--- config.mk ---
export PLATFORM = sky130hd
export DESIGN_NAME = priority_arbiter_4req_flat
export DESIGN_NICKNAME = d
export VERILOG_FILES = /design/src/rtl/priority_arbiter_4req_pkg.sv /design/src/rtl/priority_arbiter_4req_if.sv /design/src/rtl/priority_arbiter_4req_prio_enc4.sv /design/src/rtl/priority_arbiter_4req.sv /design/src/flat_wrapper.sv
export SDC_FILE = /design/constraint.sdc
export NUM_CORES = 1
export LEC_CHECK = 0
export ABC_AREA = 1
export CAP_MARGIN = 25
export CORE_UTILIZATION = 51
export CTS_BUF_LIST = sky130_fd_sc_hd__clkbuf_2 sky130_fd_sc_hd__clkbuf_4 sky130_fd_sc_hd__clkbuf_8
export DETAILED_ROUTE_END_ITERATION = 8
export GPL_ROUTABILITY_DRIVEN = 0
export HOLD_SLACK_MARGIN = 0.02
export PLACE_DENSITY = 0.89
export SYNTH_ARGS = -nofsm -noshare
export SYNTH_HDL_FRONTEND = slang
export SYNTH_SLANG_ARGS = --single-unit
--- constraint.sdc ---
create_clock -name clk -period 1.89 [get_ports clk]
set_input_delay 0.378 -clock clk [delete_from_list [all_inputs] [get_ports clk]]
set_output_delay 0.378 -clock clk [all_outputs]
set_load 0.005 [all_outputs]
--- src/rtl/priority_arbiter_4req_pkg.sv ---
// Shared types and helpers for the 4-requester priority arbiter.
package priority_arbiter_4req_pkg;

    localparam int N_REQ = 4;

    // 2'd3 is unused and steers back to IDLE.
    typedef enum logic [1:0] {
        IDLE    = 2'd0,
        GRANT   = 2'd1,
        RELEASE = 2'd2
    } state_t;

    // Binary requester index to one-hot grant vector.
    function automatic logic [N_REQ-1:0] onehot4(input logic [1:0] id);
        onehot4 = 4'b0001 << id;
    endfunction

endpackage

--- src/rtl/priority_arbiter_4req_if.sv ---
// Request/grant bundle between request sources (master) and the arbiter (slave).
interface priority_arbiter_4req_if;
    import priority_arbiter_4req_pkg::*;

    logic [N_REQ-1:0] req;
    logic             done;
    logic             rr_en;
    logic [N_REQ-1:0] gnt;
    logic [1:0]       gnt_id;
    logic             busy;
    logic             timeout;

    modport master (
        output req, done, rr_en,
        input  gnt, gnt_id, busy, timeout
    );

    modport slave (
        input  req, done, rr_en,
        output gnt, gnt_id, busy, timeout
    );

endinterface

--- src/rtl/priority_arbiter_4req_prio_enc4.sv ---
// Combinational 4-to-2 priority encoder: highest set index wins, v flags any set bit.
module prio_enc4 (
    input  logic [3:0] in,
    output logic [1:0] id,
    output logic       v
);

    // Highest index has priority; id defaults to 0 when nothing is set.
    always_comb begin
        v  = |in;
        id = 2'd0;
        if (in[3])      id = 2'd3;
        else if (in[2]) id = 2'd2;
        else if (in[1]) id = 2'd1;
    end

endmodule

--- src/rtl/priority_arbiter_4req.sv ---
// Sequential arbiter for 4 requesters: grant hold, release bubble,
// optional round-robin fairness and a hold-time limit.
module priority_arbiter_4req
    import priority_arbiter_4req_pkg::*;
#(
    parameter int MAX_HOLD = 15,
    parameter int CW       = 4
) (
    input logic                    clk,
    input logic                    rst,
    priority_arbiter_4req_if.slave bus
);

    state_t           state;
    logic [CW-1:0]    hold_cnt;
    logic [1:0]       last;
    logic [N_REQ-1:0] gnt_r;
    logic [1:0]       gnt_id_r;
    logic             busy_r;
    logic             timeout_r;

    logic [N_REQ-1:0] rot_req;
    logic [N_REQ-1:0] enc_in;
    logic [1:0]       enc_id;
    logic             enc_v;
    logic [1:0]       winner;
    logic             at_limit;
    logic             grant_exit;

    // Rotate so last+1 lands on bit 3 (highest priority) and last lands on bit 0.
    always_comb begin
        rot_req = '0;
        for (int k = 0; k < N_REQ; k++) begin
            rot_req[k] = bus.req[2'(last - 2'(k))];
        end
        enc_in = bus.rr_en ? rot_req : bus.req;
    end

    prio_enc4 u_enc (
        .in (enc_in),
        .id (enc_id),
        .v  (enc_v)
    );

    // Un-rotate the encoded index back to a requester number.
    always_comb begin
        winner     = bus.rr_en ? 2'(last - enc_id) : enc_id;
        at_limit   = (hold_cnt == CW'(MAX_HOLD - 1));
        grant_exit = bus.done || !bus.req[gnt_id_r] || at_limit;
    end

    // Arbitration FSM with hold counter, rr pointer and registered outputs.
    always_ff @(posedge clk or posedge rst) begin
        if (rst) begin
            state     <= IDLE;
            hold_cnt  <= '0;
            last      <= 2'd3;
            gnt_r     <= '0;
            gnt_id_r  <= 2'd0;
            busy_r    <= 1'b0;
            timeout_r <= 1'b0;
        end else begin
            case (state)
                IDLE: begin
                    timeout_r <= 1'b0;
                    if (enc_v) begin
                        state    <= GRANT;
                        hold_cnt <= '0;
                        last     <= winner;
                        gnt_r    <= onehot4(winner);
                        gnt_id_r <= winner;
                        busy_r   <= 1'b1;
                    end
                end
                GRANT: begin
                    if (grant_exit) begin
                        state     <= RELEASE;
                        gnt_r     <= '0;
                        busy_r    <= 1'b0;
                        // done wins over a coinciding hold limit.
                        timeout_r <= at_limit && !bus.done;
                    end else begin
                        hold_cnt <= hold_cnt + 1'b1;
                    end
                end
                RELEASE: begin
                    timeout_r <= 1'b0;
                    state     <= IDLE;
                end
                default: begin
                    state     <= IDLE;
                    gnt_r     <= '0;
                    busy_r    <= 1'b0;
                    timeout_r <= 1'b0;
                end
            endcase
        end
    end

    assign bus.gnt     = gnt_r;
    assign bus.gnt_id  = gnt_id_r;
    assign bus.busy    = busy_r;
    assign bus.timeout = timeout_r;

endmodule

--- src/flat_wrapper.sv ---
// flat-port wrapper written by rule: the top's interface ports become plain ports
module priority_arbiter_4req_flat import priority_arbiter_4req_pkg::*;
#(
    parameter int MAX_HOLD = 15,
    parameter int CW       = 4
)
  (clk, rst, bus_req, bus_done, bus_rr_en, bus_gnt, bus_gnt_id, bus_busy, bus_timeout);
  priority_arbiter_4req_if bus_i ();
  input logic clk;
  input logic rst;
  input wire logic [$bits(bus_i.req)-1:0] bus_req;
  input wire logic [$bits(bus_i.done)-1:0] bus_done;
  input wire logic [$bits(bus_i.rr_en)-1:0] bus_rr_en;
  output wire logic [$bits(bus_i.gnt)-1:0] bus_gnt;
  output wire logic [$bits(bus_i.gnt_id)-1:0] bus_gnt_id;
  output wire logic [$bits(bus_i.busy)-1:0] bus_busy;
  output wire logic [$bits(bus_i.timeout)-1:0] bus_timeout;
  assign bus_i.req = bus_req;
  assign bus_i.done = bus_done;
  assign bus_i.rr_en = bus_rr_en;
  assign bus_gnt = bus_i.gnt;
  assign bus_gnt_id = bus_i.gnt_id;
  assign bus_busy = bus_i.busy;
  assign bus_timeout = bus_i.timeout;
  priority_arbiter_4req #(.MAX_HOLD(MAX_HOLD), .CW(CW)) u_core (.clk(clk), .rst(rst), .bus(bus_i));
endmodule
# Word-level counts from Yosys, hierarchy flattened
# Index checks and enable logic that the tools add are counted.
# Widths: inputs -> output; s select.
[word_totals]
ff_bits = 16
input_bits = 8
word_cells = 66
out_inout_bits = 8
[classes]
bitwise_logic = 1
n_reduce_logical = 12
muxes = 29
n_addsub = 5
n_shift = 1
magnitude_cmp = 5
eq_ne = 6
[ops]
columns = ["operator", "count"]
rows = [
  ["$mux 4", 5],
  ["$lt 2x3->1 const B", 5],
  ["$pmux 4 s3", 1],
  ["$bmux 1 s2", 5],
  ["$mux 1", 10],
  ["$mux 2", 5],
  ["$pmux 4 s2", 1],
  ["$reduce_and 3->1", 2],
  ["$add 4x1->4 const B", 1],
  ["$eq 4x4->1 const B", 1],
  ["$ne 2x1->1 const B", 2],
  ["$pmux 2 s2", 1],
  ["$reduce_and 2->1", 2],
  ["$reduce_or 4->1", 1],
  ["$shl 1x2->4 const A", 1],
  ["$sub 2x2->2 const B", 2],
  ["$pmux 1 s3", 1],
  ["$eq 2x1->1 const B", 1],
  ["$eq 2x2->1 const B", 1],
  ["$logic_not 1->1", 2],
  ["$logic_not 2->1", 1],
  ["$logic_or 1x1->1", 2],
  ["$ne 2x2->1 const B", 1],
  ["$reduce_bool 2->1", 1],
  ["other kinds (4)", 4],
]

# Depth between registers and ports, before layout
[logic_depth]
word_depth = 12
mapped_depth = 18
mapped_depth_nobuf = 17

# Cells and area by module
# Synthesis repeated with hierarchy kept, for this count alone.
[unflattened]
hier_cells = 145
area_unflattened_um2 = 1077.3
[by_module_without_submodules]
columns = ["mod", "n_inst", "area_per_inst_um2", "cells_each", "seq_area_each_um2"]
rows = [
  ["priority_arbiter_4req", 1, 1044.8, 137, 402.9],
  ["prio_enc4", 1, 32.5, 8, 0.0],
]

# Worst setup path after synthesis
# Ideal clock, no wire load.
[synth_timing]
path_kind = "reg-to-reg"
startpoint = "register u_core.last[0]"
endpoint = "register u_core.gnt_id_r[1] (netlist: u_core.bus.gnt_id[1])"
t_required_ns = 1.763
period_less_slack_ns = 1.987
setup_slack_ns = -0.097
path_buffers = 1
stages_incl_launch_ff = 19
t_arrival_ns = 1.861
setup_ns = 0.127
path_cell_list = "dfstp_2 buf_6 inv_6 nand2_1 nand2_1 nand2_1 nand3_1 nand2_4 nand2_1 nand2_1 ha_1 nand2_1 nand2_1 nor2_1 nand3b_1 nand2_1 inv_1 nand2_1 o21ai_0"
[synth_between]
elab_chain_cells = 9
elab_cells_between_ends = 19
classes_between = "add/sub (4); mux (13); reduce/logical (2)"
[synth_lines]
columns = ["item", "line", "source"]
rows = [
  ["start, declared", "priority_arbiter_4req.sv:16", "logic [1:0] last;"],
  ["start signal, assigned", "priority_arbiter_4req.sv:69", "last <= winner;"],
  ["$sub 2x1->2", "priority_arbiter_4req.sv:34", "rot_req[k] = bus.req[2'(last - 2'(k))];"],
  ["$bmux 1 s2", "priority_arbiter_4req.sv:34", ""],
  ["$mux 1 (implied by the code)", "priority_arbiter_4req.sv:34", ""],
  ["$mux 4", "priority_arbiter_4req.sv:36", "enc_in = bus.rr_en ? rot_req : bus.req;"],
  ["$mux 1", "priority_arbiter_4req_prio_enc4.sv:14", "else if (in[1]) id = 2'd1;"],
  ["$mux 2", "priority_arbiter_4req_prio_enc4.sv:13", "else if (in[2]) id = 2'd2;"],
  ["$mux 2", "priority_arbiter_4req_prio_enc4.sv:12", "if (in[3]) id = 2'd3;"],
  ["$sub 2x2->2", "priority_arbiter_4req.sv:47", "winner = bus.rr_en ? 2'(last - enc_id) : enc_id;"],
  ["$mux 2", "priority_arbiter_4req.sv:47", ""],
  ["end signal, assigned", "priority_arbiter_4req.sv:71", "gnt_id_r <= winner;"],
  ["end, declared", "priority_arbiter_4req.sv:18", "logic [1:0] gnt_id_r;"],
]
# Parallel ways exist; a longest one is shown, timed or not. The select of a mux whose other input is x is not followed.
# A chain may end at the register's enable or synchronous reset.

# Worst setup path after layout
[layout_timing]
startpoint = "register u_core.last[0]"
endpoint = "register u_core.last[1]"
[layout_between]
elab_chain_cells = 9
elab_cells_between_ends = 19
classes_between = "add/sub (4); mux (13); reduce/logical (2)"
[layout_lines]
columns = ["item", "line"]
rows = [
  ["$sub 2x1->2", "priority_arbiter_4req.sv:34"],
  ["$bmux 1 s2", "priority_arbiter_4req.sv:34"],
  ["$mux 1 (implied by the code)", "priority_arbiter_4req.sv:34"],
  ["$mux 4", "priority_arbiter_4req.sv:36"],
  ["$mux 1", "priority_arbiter_4req_prio_enc4.sv:14"],
  ["$mux 2", "priority_arbiter_4req_prio_enc4.sv:13"],
  ["$mux 2", "priority_arbiter_4req_prio_enc4.sv:12"],
  ["$sub 2x2->2", "priority_arbiter_4req.sv:47"],
  ["$mux 2", "priority_arbiter_4req.sv:47"],
]
# Parallel ways exist; a longest one is shown, timed or not. The select of a mux whose other input is x is not followed.

==> flow_summary.yaml <==
routing:
  ant_nets: 0
  vias_per_instance: 5.67
  remaining_drc_errors: 0
  finalWirelength_mm: 3.94
  vias: 1361
  wire_per_inst_um: 16.4
  drt_first_pass_iters: 4
  drt-initial-drc-count: 62
synth:
  register_bit_total_from_synthesis: 16
  synth_nets: 178
  synth_area_leader_cell: "dfrtp_1"
  synth.top_cell.area_share_pct: 30.5
  synthTopCellsByArea: "dfrtp_1, nand2_1, nand3_1"
  netlist-cell-type-count: 24
  syn-mean-instance-area_sq_um: 6.88
  postSynth.topFlopCell: "dfrtp_1"
  netlist_instances: 167
  syn_area_sq_um: 1150
  synth-seq-area-share_pct: 35.1
  synth_edf_count: 0
  share_of_async_settable_or_async_resettable_flops_after_synthesis_pct: 100
  yosys_warnings: 0
timing:
  finalHoldViolCount: 0
  f_max_ghz: 0.444
  setup_viol: 14
  grt_setup_unrepaired: "true"
  timing.setup.tns_ps: -2990
  fin_skew_ps: 23.2
  period_needed_ps: 2250
  report.final.slew_viol_count: 0
  finalWorstSetupSlack_ps: -364
  min_period_over_period_pct: 119
  worst-slew-pin-transition_ps: 617
  max_slew_margin_pct: 58.8
place:
  detailedPlacementHpwl_mm: 2.27
  detailedPlace.worstSlack_ps: -508
  detailed_place.area_sq_um: 1500
  placed_cells: 227
  numPortBuffers: 15
setup_path:
  critPathArrivalTime_ps: 2490
  critical_path_launch_point_type: "flip-flop"
  maximum_fanout_along_the_worst_path: 6
  worstSetupPathType: "flip-flop to flip-flop"
  timing.critical_path.required_ps: 2120
  worstSetupEndpointType: "flip-flop"
finish:
  final_layout_size_suffix_gt1_share_pct: 41.3
  final_cell_count_no_fill: 240
  synthToLayoutAreaGrowth_pct: 51.6
  final_design_area_no_fill_sq_um: 1740
  top_library_cells_by_usage_in_the_layout_fill_and_taps_aside: "nand2_1, buf_4, nand2_2"
  number_of_inserted_filler_cells_in_the_final_layout: 111
  regArea_sq_um: 403
  nets: 225
  utilization_pct: 85.3
  antennaDiodeCount: 0
  final_common_cell: "nand2_1"
  multi_input_logic_area_sq_um: 792
global_routing:
  grt_antenna_before_repair: 0
  first_global_vias: 1308
  grt_remaining_overflow: 0
  grt_start_max_net_pins: 17
  grt_first_pass_wirelength_mm: 5.61
  track_usage_pct: 30.2
floorplanning:
  floorplan.die_area_sq_um: 2450
  starting_density_pct: 56.3
  pin_count: 16
  fp-row-count: 16
  die_w_um: 49.5
  floorplan.die.height_um: 49.5
  core_area_sq_um: 2040
clock_network:
  cts_tree: "yes"
  cts_num_sinks: 16
  clockRootBuffer: "clkbuf_4"
  h-tree-depth: 1
  insertion_delay_ps: 300
  cts.path.max_buffers: 2
  numCtsBuffers: 3
  clkSlewWorstSetupHoldPaths_ps: 110
outcome:
  violations: "negative setup slack"
  run_status: "complete, but fails checks"
min_path:
  min-delay-path-class: "primary input to asynchronous set/reset pin"
flow_run:
  max_cap_violations: 0
power_and_ir_drop:
  power.ir.vdd_worst_v: 0.00112
  power_density_nw_per_um2: 1610
  leakage_nw: 0.918
## routing by layer
metal / GRT usage, % / vias to the layer above / wire [um]
met3: 6.17 / 14 / 245
met5: 0 / - / 0
met4: 12.9 / 0 / 70
li1: - / 615 / -
met1: 35.8 / 656 / 1620
met2: 52.7 / 76 / 2010
## flip-flops by register name (all words and copies together), names as in the netlist
register,flops
u_core.bus.gnt,4
u_core.hold_cnt,4
u_core.bus.gnt_id,2
u_core.last,2
u_core.state,2
u_core.bus.busy,1
u_core.bus.timeout,1
## cell type report
| cell class | count | area share [%] |
|---|---|---|
| Timing Repair inverter | 1 | 0.503 |
| Timing Repair Buffer | 43 | 21.8 |
| Sequential cell | 16 | 23.1 |
| Tap cell | 27 | 1.94 |
| Multi-Input combinational cell | 129 | 45.5 |
| Inverter | 20 | 5.03 |
| Clock buffer | 4 | 2.08 |
## cells in the mapped netlist, types with 2 or more instances
cell and count:
nand2_2 4, or2_2 2, o21ai_0 6, dfrtp_1 14, dfstp_2 2, nand3_1 18, ha_1 3, inv_2 2
nand2_4 4, nand3_2 2, inv_1 17, a21oi_1 3, nand2_1 71, nor2_1 9
## metrics by stage
step | hold slack [ps] | power (mW)
after floorplan | 290 | 1.53
after global placement | 458 | 1.93
after detailed placement | 466 | 2.01
after CTS | 464 | 2.47
after global routing | 512 | 2.96
final | 440 | 2.80
## worst max-delay path, stage by stage, from the launching register on
cell      delay (ps)
dfstp_2          600
buf_12           160
nand2_2           80
nand2_1          110
nand2_1           80
nand3_2           90
nand2_4           60
nand2_4           80
nand2_4           60
ha_4             160
nand2_2           60
nand2_2           60
nor2_2           100
nand3b_1         130
nand2_2           80
inv_2             80
nand2_2           70
o21ai_1          120
## timing repair
action | 4_1_cts | 5_1_grt
setup endpoints to repair | 12 | 14
setup buffers | 5 | 3
hold buffers | 0 | 0
pin swaps | 16 | 25
gates resized for setup | 20 | 22
gates cloned | 0 | 1
## kinds of logic (layout without fill, tap and decap cells)
| family | count (synthesis) | in the layout | share of synthesized area (%) |
|---|---|---|---|
| fa+ha+maj | 3 | 3 | 3.27 |
| flops | 16 | 16 | 35.1 |
| xor+xnor | 1 | 1 | 0.763 |
| simple gates | 114 | 114 | 45.6 |
| compound gates | 11 | 11 | 5.99 |
| buf+inv | 22 | 68 | 9.26 |
## where the power goes
| part | internal, mW | switching, mW | total, mW |
|---|---|---|---|
| clock | 0.118 | 0.118 | 0.235 |
| combinational | 0.838 | 1.11 | 1.95 |
| sequential | 0.489 | 0.128 | 0.617 |
| total | 1.44 | 1.36 | 2.80 |
## worst paths after layout
path	start	end	slack [ps]	cells after the start
max	u_core.last[0]$_DFFE_PP1P_	u_core.last[1]$_DFFE_PP1P_	-360	17
min	rst	u_core.bus.gnt[3]$_DFFE_PP0P_	440	2
max reg2reg	u_core.last[0]$_DFFE_PP1P_	u_core.last[1]$_DFFE_PP1P_	-360	17
min reg2reg	u_core.bus.busy$_DFFE_PP0P_	u_core.bus.busy$_DFFE_PP0P_	490	2
max in group asynchronous	rst	u_core.hold_cnt[1]$_DFFE_PP0P_	1030	2
min in group clk	u_core.bus.busy$_DFFE_PP0P_	u_core.bus.busy$_DFFE_PP0P_	490	2
No activity file was read; power rests on OpenSTA's default activity.
